`config.mk`:
```
export PLATFORM = sky130hd
export DESIGN_NAME = muldiv_unit
export DESIGN_NICKNAME = d
export VERILOG_FILES = /design/src/rtl/muldiv_pkg.sv /design/src/rtl/muldiv_unit.sv
export SDC_FILE = /design/constraint.sdc
export NUM_CORES = 1
export LEC_CHECK = 0
export CORE_MARGIN = 5
export CORE_UTILIZATION = 55
export CTS_CLUSTER_SIZE = 24
export DETAILED_ROUTE_END_ITERATION = 7
export GPL_TIMING_DRIVEN = 0
export PLACE_DENSITY = 0.78
export REMOVE_ABC_BUFFERS = 1
export SETUP_SLACK_MARGIN = 0.5
export SLEW_MARGIN = 0
export SYNTH_ARGS = -nofsm -noshare
export SYNTH_HDL_FRONTEND = slang
export SYNTH_SLANG_ARGS = --single-unit
```
`constraint.sdc`:
```
create_clock -name clk -period 7.85 [get_ports clk]
set_clock_uncertainty 0.1 [all_clocks]
set_input_delay 1.57 -clock clk [delete_from_list [all_inputs] [get_ports clk]]
set_output_delay 1.57 -clock clk [all_outputs]
set_load 0.01 [all_outputs]
```
`src/rtl/muldiv_pkg.sv`:
```
// muldiv_pkg: shared encodings for the iterative multiply/divide unit.
// Holds the MULT/MULTU/DIV/DIVU op codes and the FSM state encoding, and two
// small decode helpers. Control and the hazard unit import this package too.
package muldiv_pkg;

    typedef enum logic [1:0] {
        OpMult  = 2'd0,
        OpMultu = 2'd1,
        OpDiv   = 2'd2,
        OpDivu  = 2'd3
    } op_e;

    typedef enum logic [1:0] {
        StIdle = 2'd0,
        StRun  = 2'd1,
        StFix  = 2'd2
    } state_e;

    // Bit 1 of the op code selects divide, bit 0 selects unsigned.
    function automatic logic op_is_div(input logic [1:0] op);
        return op[1];
    endfunction

    function automatic logic op_is_signed(input logic [1:0] op);
        return ~op[0];
    endfunction

endpackage

```
`src/rtl/muldiv_unit.sv`:
```
// muldiv_unit: iterative MULT/MULTU/DIV/DIVU unit owning the HI/LO pair.
// One operation at a time: start launches, busy covers the whole operation,
// done pulses for one cycle when HI/LO are committed (latency WIDTH+1).
// Ports:
//   clk, reset        rising-edge clock, asynchronous active-high reset
//   start, op, a, b   launch request, op code (muldiv_pkg::op_e), operands
//   flush             abort the in-flight operation; also blocks a launch
//   mthi, mtlo, wdata direct writes of HI/LO, honoured only when idle
//   busy, done        operation in flight / one-cycle commit pulse
//   hi, lo            architectural HI/LO registers
module muldiv_unit
    import muldiv_pkg::*;
#(
    parameter int unsigned WIDTH = 32,
    parameter int unsigned CNT_W = $clog2(WIDTH + 1)
) (
    input  logic             clk,
    input  logic             reset,
    input  logic             start,
    input  logic [1:0]       op,
    input  logic [WIDTH-1:0] a,
    input  logic [WIDTH-1:0] b,
    input  logic             flush,
    input  logic             mthi,
    input  logic             mtlo,
    input  logic [WIDTH-1:0] wdata,
    output logic             busy,
    output logic             done,
    output logic [WIDTH-1:0] hi,
    output logic [WIDTH-1:0] lo
);

    state_e               state_q, state_d;
    logic                 div_q, div_d;     // latched op: divide vs multiply
    logic                 neg_q, neg_d;     // signed op and operand signs differ
    logic                 nega_q, nega_d;   // signed op and a < 0
    logic                 dz_q, dz_d;       // divide by zero
    logic [WIDTH-1:0]     a_q, a_d;         // |a|; shifted left during divide
    logic [WIDTH-1:0]     b_q, b_d;         // |b|; shifted right during multiply
    logic [2*WIDTH-1:0]   acc_q, acc_d;
    logic [CNT_W-1:0]     cnt_q, cnt_d;
    logic [WIDTH-1:0]     hi_q, hi_d;
    logic [WIDTH-1:0]     lo_q, lo_d;
    logic                 done_q, done_d;

    logic                 neg_a, neg_b;
    logic [WIDTH-1:0]     acc_hi, acc_lo;
    logic [WIDTH:0]       mul_sum;
    logic [WIDTH:0]       div_trial;

    assign neg_a  = op_is_signed(op) & a[WIDTH-1];
    assign neg_b  = op_is_signed(op) & b[WIDTH-1];
    assign acc_hi = acc_q[2*WIDTH-1:WIDTH];
    assign acc_lo = acc_q[WIDTH-1:0];

    // Multiply: acc = {partial product, remaining multiplier-aligned bits};
    // the carry is kept and the whole thing shifts right one bit per cycle.
    assign mul_sum = {1'b0, acc_hi} + (b_q[0] ? {1'b0, a_q} : '0);

    // Divide: acc = {remainder, quotient}; the next dividend bit comes from
    // the MSB of a_q. A set MSB of the trial difference means "restore".
    assign div_trial = {acc_hi, a_q[WIDTH-1]} - {1'b0, b_q};

    always_comb begin
        state_d = state_q;
        div_d   = div_q;
        neg_d   = neg_q;
        nega_d  = nega_q;
        dz_d    = dz_q;
        a_d     = a_q;
        b_d     = b_q;
        acc_d   = acc_q;
        cnt_d   = cnt_q;
        hi_d    = hi_q;
        lo_d    = lo_q;
        done_d  = 1'b0;

        unique case (state_q)
            StIdle: begin
                if (start && !flush) begin
                    state_d = StRun;
                    div_d   = op_is_div(op);
                    neg_d   = neg_a ^ neg_b;
                    nega_d  = neg_a;
                    dz_d    = (b == '0);
                    a_d     = neg_a ? -a : a;
                    b_d     = neg_b ? -b : b;
                    acc_d   = '0;
                    cnt_d   = CNT_W'(WIDTH);
                end else if (!start) begin
                    if (mthi) hi_d = wdata;
                    if (mtlo) lo_d = wdata;
                end
            end
            StRun: begin
                if (flush) begin
                    state_d = StIdle;
                end else begin
                    cnt_d = cnt_q - CNT_W'(1);
                    if (cnt_q == CNT_W'(1)) state_d = StFix;
                    if (div_q) begin
                        a_d = {a_q[WIDTH-2:0], 1'b0};
                        if (div_trial[WIDTH]) begin
                            acc_d = {acc_hi[WIDTH-2:0], a_q[WIDTH-1], acc_lo[WIDTH-2:0], 1'b0};
                        end else begin
                            acc_d = {div_trial[WIDTH-1:0], acc_lo[WIDTH-2:0], 1'b1};
                        end
                    end else begin
                        b_d   = {1'b0, b_q[WIDTH-1:1]};
                        acc_d = {mul_sum, acc_lo[WIDTH-1:1]};
                    end
                end
            end
            StFix: begin
                state_d = StIdle;
                if (!flush) begin
                    done_d = 1'b1;
                    if (div_q) begin
                        // Zero divisor: restoring division already yields
                        // remainder |a|, so only the quotient needs forcing.
                        lo_d = dz_q ? '1 : (neg_q ? -acc_lo : acc_lo);
                        hi_d = nega_q ? -acc_hi : acc_hi;
                    end else begin
                        {hi_d, lo_d} = neg_q ? -acc_q : acc_q;
                    end
                end
            end
            default: state_d = StIdle;
        endcase
    end

    always_ff @(posedge clk or posedge reset) begin
        if (reset) begin
            state_q <= StIdle;
            div_q   <= 1'b0;
            neg_q   <= 1'b0;
            nega_q  <= 1'b0;
            dz_q    <= 1'b0;
            a_q     <= '0;
            b_q     <= '0;
            acc_q   <= '0;
            cnt_q   <= '0;
            hi_q    <= '0;
            lo_q    <= '0;
            done_q  <= 1'b0;
        end else begin
            state_q <= state_d;
            div_q   <= div_d;
            neg_q   <= neg_d;
            nega_q  <= nega_d;
            dz_q    <= dz_d;
            a_q     <= a_d;
            b_q     <= b_d;
            acc_q   <= acc_d;
            cnt_q   <= cnt_d;
            hi_q    <= hi_d;
            lo_q    <= lo_d;
            done_q  <= done_d;
        end
    end

    assign busy = (state_q != StIdle);
    assign done = done_q;
    assign hi   = hi_q;
    assign lo   = lo_q;

endmodule
```
---- After elaboration in Yosys (flattened, before gate mapping) ----
Cells that the tools add are included.
word-level totals
  input port bits ......................... 104
  logic and storage cells ................. 92
  output and inout bits ................... 66
  flip-flop bits (word level) ............. 205
operators by class
  reductions and logical operators ........ 14
  $add $sub $neg .......................... 8
  bitwise gates (word level) .............. 4
  mux-type cells .......................... 41
  equal/unequal tests ..................... 13
operators with widths
  cell                 number
  $mux 32              22
  $mux 64              5
  $pmux 32 s2          4
  $neg 32->32          4
  $pmux 64 s2          1
  $neg 64->64          1
  $add 32x32->33       1
  $sub 33x32->33       1
  $logic_not 32->1     1
  $ne 2x2->1 const B   9
  $mux 6               2
  $pmux 6 s2           1
  $reduce_and 5->1     2
  $reduce_and 4->1     2
  $eq 6x1->1 const B   1
  $mux 2               3
  $reduce_bool 2->1    3
  $sub 6x1->6 const B  1
  $pmux 2 s2           1
  $reduce_and 2->1     2
  $ne 3x3->1 const B   1
  $reduce_and 3->1     1
  $and 1x1->1          2
  $eq 2x1->1 const B   1
  other kinds (7)      8

---- Longest topological paths before layout ----
  depth in word-level cells ............... 6
  depth in mapped cells ................... 15
  depth with buffers taken out ............ 14

---- Worst setup path before layout ----
Ideal clock, no wire load.
  path type ............................... input to register
  from .................................... input b[8]
  to ...................................... register b_q[30]
  stages .................................. 10
  path buffers ............................ 0
  path slack .............................. 3744 ps
  arrival ................................. 3873 ps
  data required time ...................... 7617 ps
  path through ............................ or4_1 nor4b_1 nand3_1 nor4_1 nand2_1 o41ai_1 xor2_1 nor2_1 a21oi_1 o21ai_0
on the way
  longest elaborated chain between the ends .. 4
RTL lines
  element                 RTL line            text
  start: declaration      muldiv_unit.sv:22   input logic [WIDTH-1:0] b,
  $neg 32->32             muldiv_unit.sv:87   b_d = neg_b ? -b : b;
  $mux 32                 muldiv_unit.sv:87
  $mux 32                 muldiv_unit.sv:80   if (start && !flush) begin
  $pmux 32 s2             muldiv_unit.sv:78   unique case (state_q)
  end signal: assignment  muldiv_unit.sv:140  b_q <= '0;
  end signal: assignment  muldiv_unit.sv:153  b_q <= b_d;
  end: declaration        muldiv_unit.sv:39   logic [WIDTH-1:0] b_q, b_d;
Every way passes these cells. The select of a mux whose other input is x is not followed.
A chain may end at the register's enable or synchronous reset.

---- Worst setup path after layout ----
  from .................................... register b_q[0]
  to ...................................... register acc_q[33]
on the way
  longest elaborated chain between the ends .. 5
  elaborated cells between the ends (all ways) .. 7
  those cells by class .................... 2 x add/sub; 5 x mux
RTL lines
  element                                    RTL line                               text
  $sub 33x32->33 or $mux 32 (tied branches)  muldiv_unit.sv:62, muldiv_unit.sv:58
  $mux 64 or $add 32x32->33 (tied branches)  muldiv_unit.sv:103, muldiv_unit.sv:58
  $mux 64 *                                  muldiv_unit.sv:101                     if (div_q) begin
  $mux 64 *                                  muldiv_unit.sv:96                      if (flush) begin
  $pmux 64 s2 *                              muldiv_unit.sv:78
  end signal: assignment                     muldiv_unit.sv:141                     acc_q <= '0;
  end signal: assignment                     muldiv_unit.sv:154                     acc_q <= acc_d;
  end: declaration                           muldiv_unit.sv:40                      logic [2*WIDTH-1:0] acc_q, acc_d;
Every way passes the cells marked *; elsewhere a longest branch is shown, timed or not. The select of a mux whose other input is x is not followed.

==> metrics <==
outcome=complete, no violations; Primary FF master, synth=sky130_fd_sc_hd__dfrtp_1; clock network fraction of total power=0.171; number of distinct standard cells referenced by the synthesized netlist=70; share of synthesized flip-flops with an asynchronous set or reset=1.00; smallest setup slack after layout=roughly 3 ns; count of fill cells added during filler insertion=about 2400; Slowest-stage cell, CP=sky130_fd_sc_hd__dfrtp_1; largest delay contributor family on the critical path=compound AO/OA/AOI/OAI gates; remaining design rule violation count=0; post-synthesis register bit count=205; count of pins over their slew limit=0; diodes inserted=0; internal power=approximately 4 mW; residual antenna-violating net count after detailed routing=0; global placement routability congestion=between 0.9 and 1; category of the worst setup path capture point=flip-flop; number of hold buffers added after CTS=0; maximum number of pins on one net before global-route repair=130; number of port buffers=between 150 and 200; hpwl dp=approximately 33000 um; max-slew headroom at the worst pin=0.154; total wire length after detailed routing=roughly 44000 um; Mapped Area=15600 um2; overall via count from detail_route=around 15000; vias in the first global route=roughly 14000; layer with the highest usage=met2; Worst Setup Start Kind=flip-flop; Post-Place Worst Slack=around 2.6 ns; area of the die=about 32000 um2; total buffers and inverters traversed by the critical path=1; crit-path cells=ha_1 > fa_1 > nor2b_1 > o31a_1 > or3_1 > a21oi_1 > nand3_1 > a41o_1 > a211o_1 > nand3_2 > buf_12 > mux2i_1 > a221o_1; Skew-Pair Late Insertion Delay=slightly above 0.5 ns; htree depth=1; Achievable Freq=206 MHz; Seq/Total Area, Yosys=0.330; combined global-route utilization of all metal layers=0.276; first-pass GRT wire length=approximately 72000 um; met2 layer usage reported by global route=0.438; number of vias per cell=6.02; PostCTS Resize Cnt=0; switching pwr=roughly 3.3 mW; final standard cell count with taps included and fillers excluded=about 2400; router iterations before antenna repair=6; classification of the worst-slack hold path=flip-flop to flip-flop; CORE AREA=~28000 um2; Hold Violations, Final=0; Logic pwr share=0.564; average size of a mapped cell=around 8 um2; antenna violations before repair=0; CTS Buffer Depth=3; Overflow after GRT=0; count of endpoints failing setup in the final report=0; global routing met3 resource utilization=0.0379; number of placement rows=slightly above 60; total power=about 7.3 mW; post-detailed-route wirelength per cell=about 18 um; number of CTS-inserted buffers=23; horizontal die dimension=178 um; net switching fraction of the power=0.447; aggregate negative setup slack=0 ns; biggest fanout along the worst timing path=34; leakage power figure=~8 nW; post-CTS setup buffer count=0; Worst Setup Path Type=flip-flop to flip-flop; WP data required=between 8 and 9 ns; clock root buffer=sky130_fd_sc_hd__clkbuf_16; met1 Usage GRT=0.392; arrival time worst endpoint=roughly 5 ns; Final nets=roughly 2200; minimum clock period after layout=4.86 ns; layout cell share with drive strength beyond 1=0.0415; number of warnings printed during yosys synthesis=0; Multi-input gate area=9790 um2; Starting Density=0.558; Flop pwr share=0.264; measured slew at the worst slew-check pin=about 1.3 ns; period utilisation layout=0.619; total number of clock tree sinks=a little over 200; setup repair after global routing missed its margin=false; cell total after placement=between 2000 and 2500; DIE HEIGHT=~180 um; I/O pin total=170; Slowest Stage Delay on Critical Path=0.96 ns; area added between synthesis and finish=18.8%; Post-synth EDFFs=0; area used by sequential logic in the layout=a little over 5000 um2; Maximum Capacitance Violations=0; gate count of the mapped netlist=slightly below 2000; Starting DRT DRC Count=1027; CTS tree=built; clock transition at the registers of the reported paths=0.06 ns; maximum vdd drop=around 0.19 mV; ratio of total power to cell area=slightly below 400 nW/um2
-- worst paths after layout --
kind	from	to	slack (ns)	cells past startpoint
setup / recovery	b_q[0]	acc_q[33]	2.99	13
hold / removal	hi[0]	hi[0]	0.38	2
setup reg to reg	b_q[0]	acc_q[33]	2.99	13
hold reg to reg	hi[0]	hi[0]	0.38	2
max in group asynchronous	reset	div_q	5.10	3
min in group asynchronous	reset	acc_q[36]	1.42	2
-- per-layer routing --
layer	up-vias	routed length [um]	part of all wire
met1	6825	19800	0.45
met4	0	1330	0.030
met5	-	0	0
li1	7170	-	-
met2	546	19900	0.45
met3	77	3330	0.075
-- logic make-up after synthesis --
kind of cell,Yosys count,synth area share
and+or+nand+nor,601,0.185
DFF,205,0.330
adders and majority gates,73,0.0597
buffers and inverters,181,0.0444
xor gates and xnor gates,161,0.0907
AOI/OAI and AO/OA,658,0.251
muxes,62,0.0400
-- tightest hold or removal path, delay by kind of cell, from the launching register on --
| kind | cells | cell delay, ns |
|---|---|---|
| flip-flops | 1 | 0.34 |
| AO/OA/AOI/OAI | 1 | 0.06 |
| AND/OR/NAND/NOR | 1 | 0.04 |
-- layout by cell type, fill, tap and decap left out, drive strengths merged, types with 13 or more instances in the layout --
master,count
ha,71
a22oi,23
dfrtp,205
o22ai,33
xor2,61
o21ai,237
or3,32
clkbuf,31
a21oi,187
o31ai,56
o41ai,14
inv,67
nand2,238
or4,14
a211oi,13
nor4,18
and3,15
nor2b,17
nand2b,18
nor2,130
a31oi,15
and2,38
nor3,32
nand3,26
mux2i,61
a21o,20
clkdlybuf4s50,169
xnor2,100
-- power by group through the flow --
stage / Clock (mW) / Sequential (mW) / Combinational (mW)
floorplan: 0 / 1.87 / 2.78
global placement: 0 / 1.94 / 3.93
detailed placement: 0 / 1.94 / 4.06
CTS: 1.27 / 1.92 / 4.08
global route: 1.31 / 1.99 / 4.55
finish: 1.25 / 1.93 / 4.11
-- cell usage after synthesis (10+ instances only) --
cell                       number  area (um2)
sky130_fd_sc_hd__nand2_1      237         890
sky130_fd_sc_hd__o21ai_0      233        1170
sky130_fd_sc_hd__dfrtp_1      205        5130
sky130_fd_sc_hd__a21oi_1      187         936
sky130_fd_sc_hd__nor2_1       130         488
sky130_fd_sc_hd__xnor2_1      100         876
sky130_fd_sc_hd__clkbuf_1      99         372
sky130_fd_sc_hd__ha_1          71         888
sky130_fd_sc_hd__inv_1         66         248
sky130_fd_sc_hd__mux2i_1       61         611
sky130_fd_sc_hd__xor2_1        61         534
sky130_fd_sc_hd__o31ai_1       56         420
sky130_fd_sc_hd__and2_1        37         231
sky130_fd_sc_hd__o22ai_1       33         206
sky130_fd_sc_hd__nor3_1        32         160
sky130_fd_sc_hd__or3_1         32         200
sky130_fd_sc_hd__nand3_1       25         125
sky130_fd_sc_hd__a22oi_1       23         173
sky130_fd_sc_hd__a21o_1        20         150
sky130_fd_sc_hd__nand2b_1      18         113
sky130_fd_sc_hd__nor2b_1       17         106
sky130_fd_sc_hd__a31oi_1       15        93.8
sky130_fd_sc_hd__and3_1        15        93.8
sky130_fd_sc_hd__nor4_1        15        93.8
sky130_fd_sc_hd__a211oi_1      13        97.6
sky130_fd_sc_hd__o41ai_1       13         114
sky130_fd_sc_hd__or4_1         11        82.6
sky130_fd_sc_hd__buf_1         10        37.5
sky130_fd_sc_hd__o21a_1        10        75.1
-- sequential cells by signal, summed over array words and instances, names as in the netlist, 2 cells and up --
| signal | count |
|---|---|
| hi | 32 |
| cnt_q | 6 |
| b_q | 32 |
| acc_q | 64 |
| state_q | 2 |
| a_q | 32 |
| lo | 32 |
-- layout make-up --
cell class	instances	area share
Multi-Input combinational cell	1555	0.530
Sequential cell	205	0.278
Inverter	67	0.0140
Clock buffer	31	0.0366
Tap cell	378	0.0256
Timing Repair Buffer	181	0.105
Clock inverter	10	0.0111
-- per-stage QoR --
step	utilization	instance area, um2	hold slack [ns]
2_1_floorplan	-	15100	0.358
3_5_place_dp	0.632	17600	0.370
3_3_place_gp	0.620	17300	0.360
4_1_cts	0.663	18500	0.383
5_1_grt	0.663	18500	0.398
6_report	0.663	18500	0.375
Note: power is estimated with default switching activity, not from simulation.
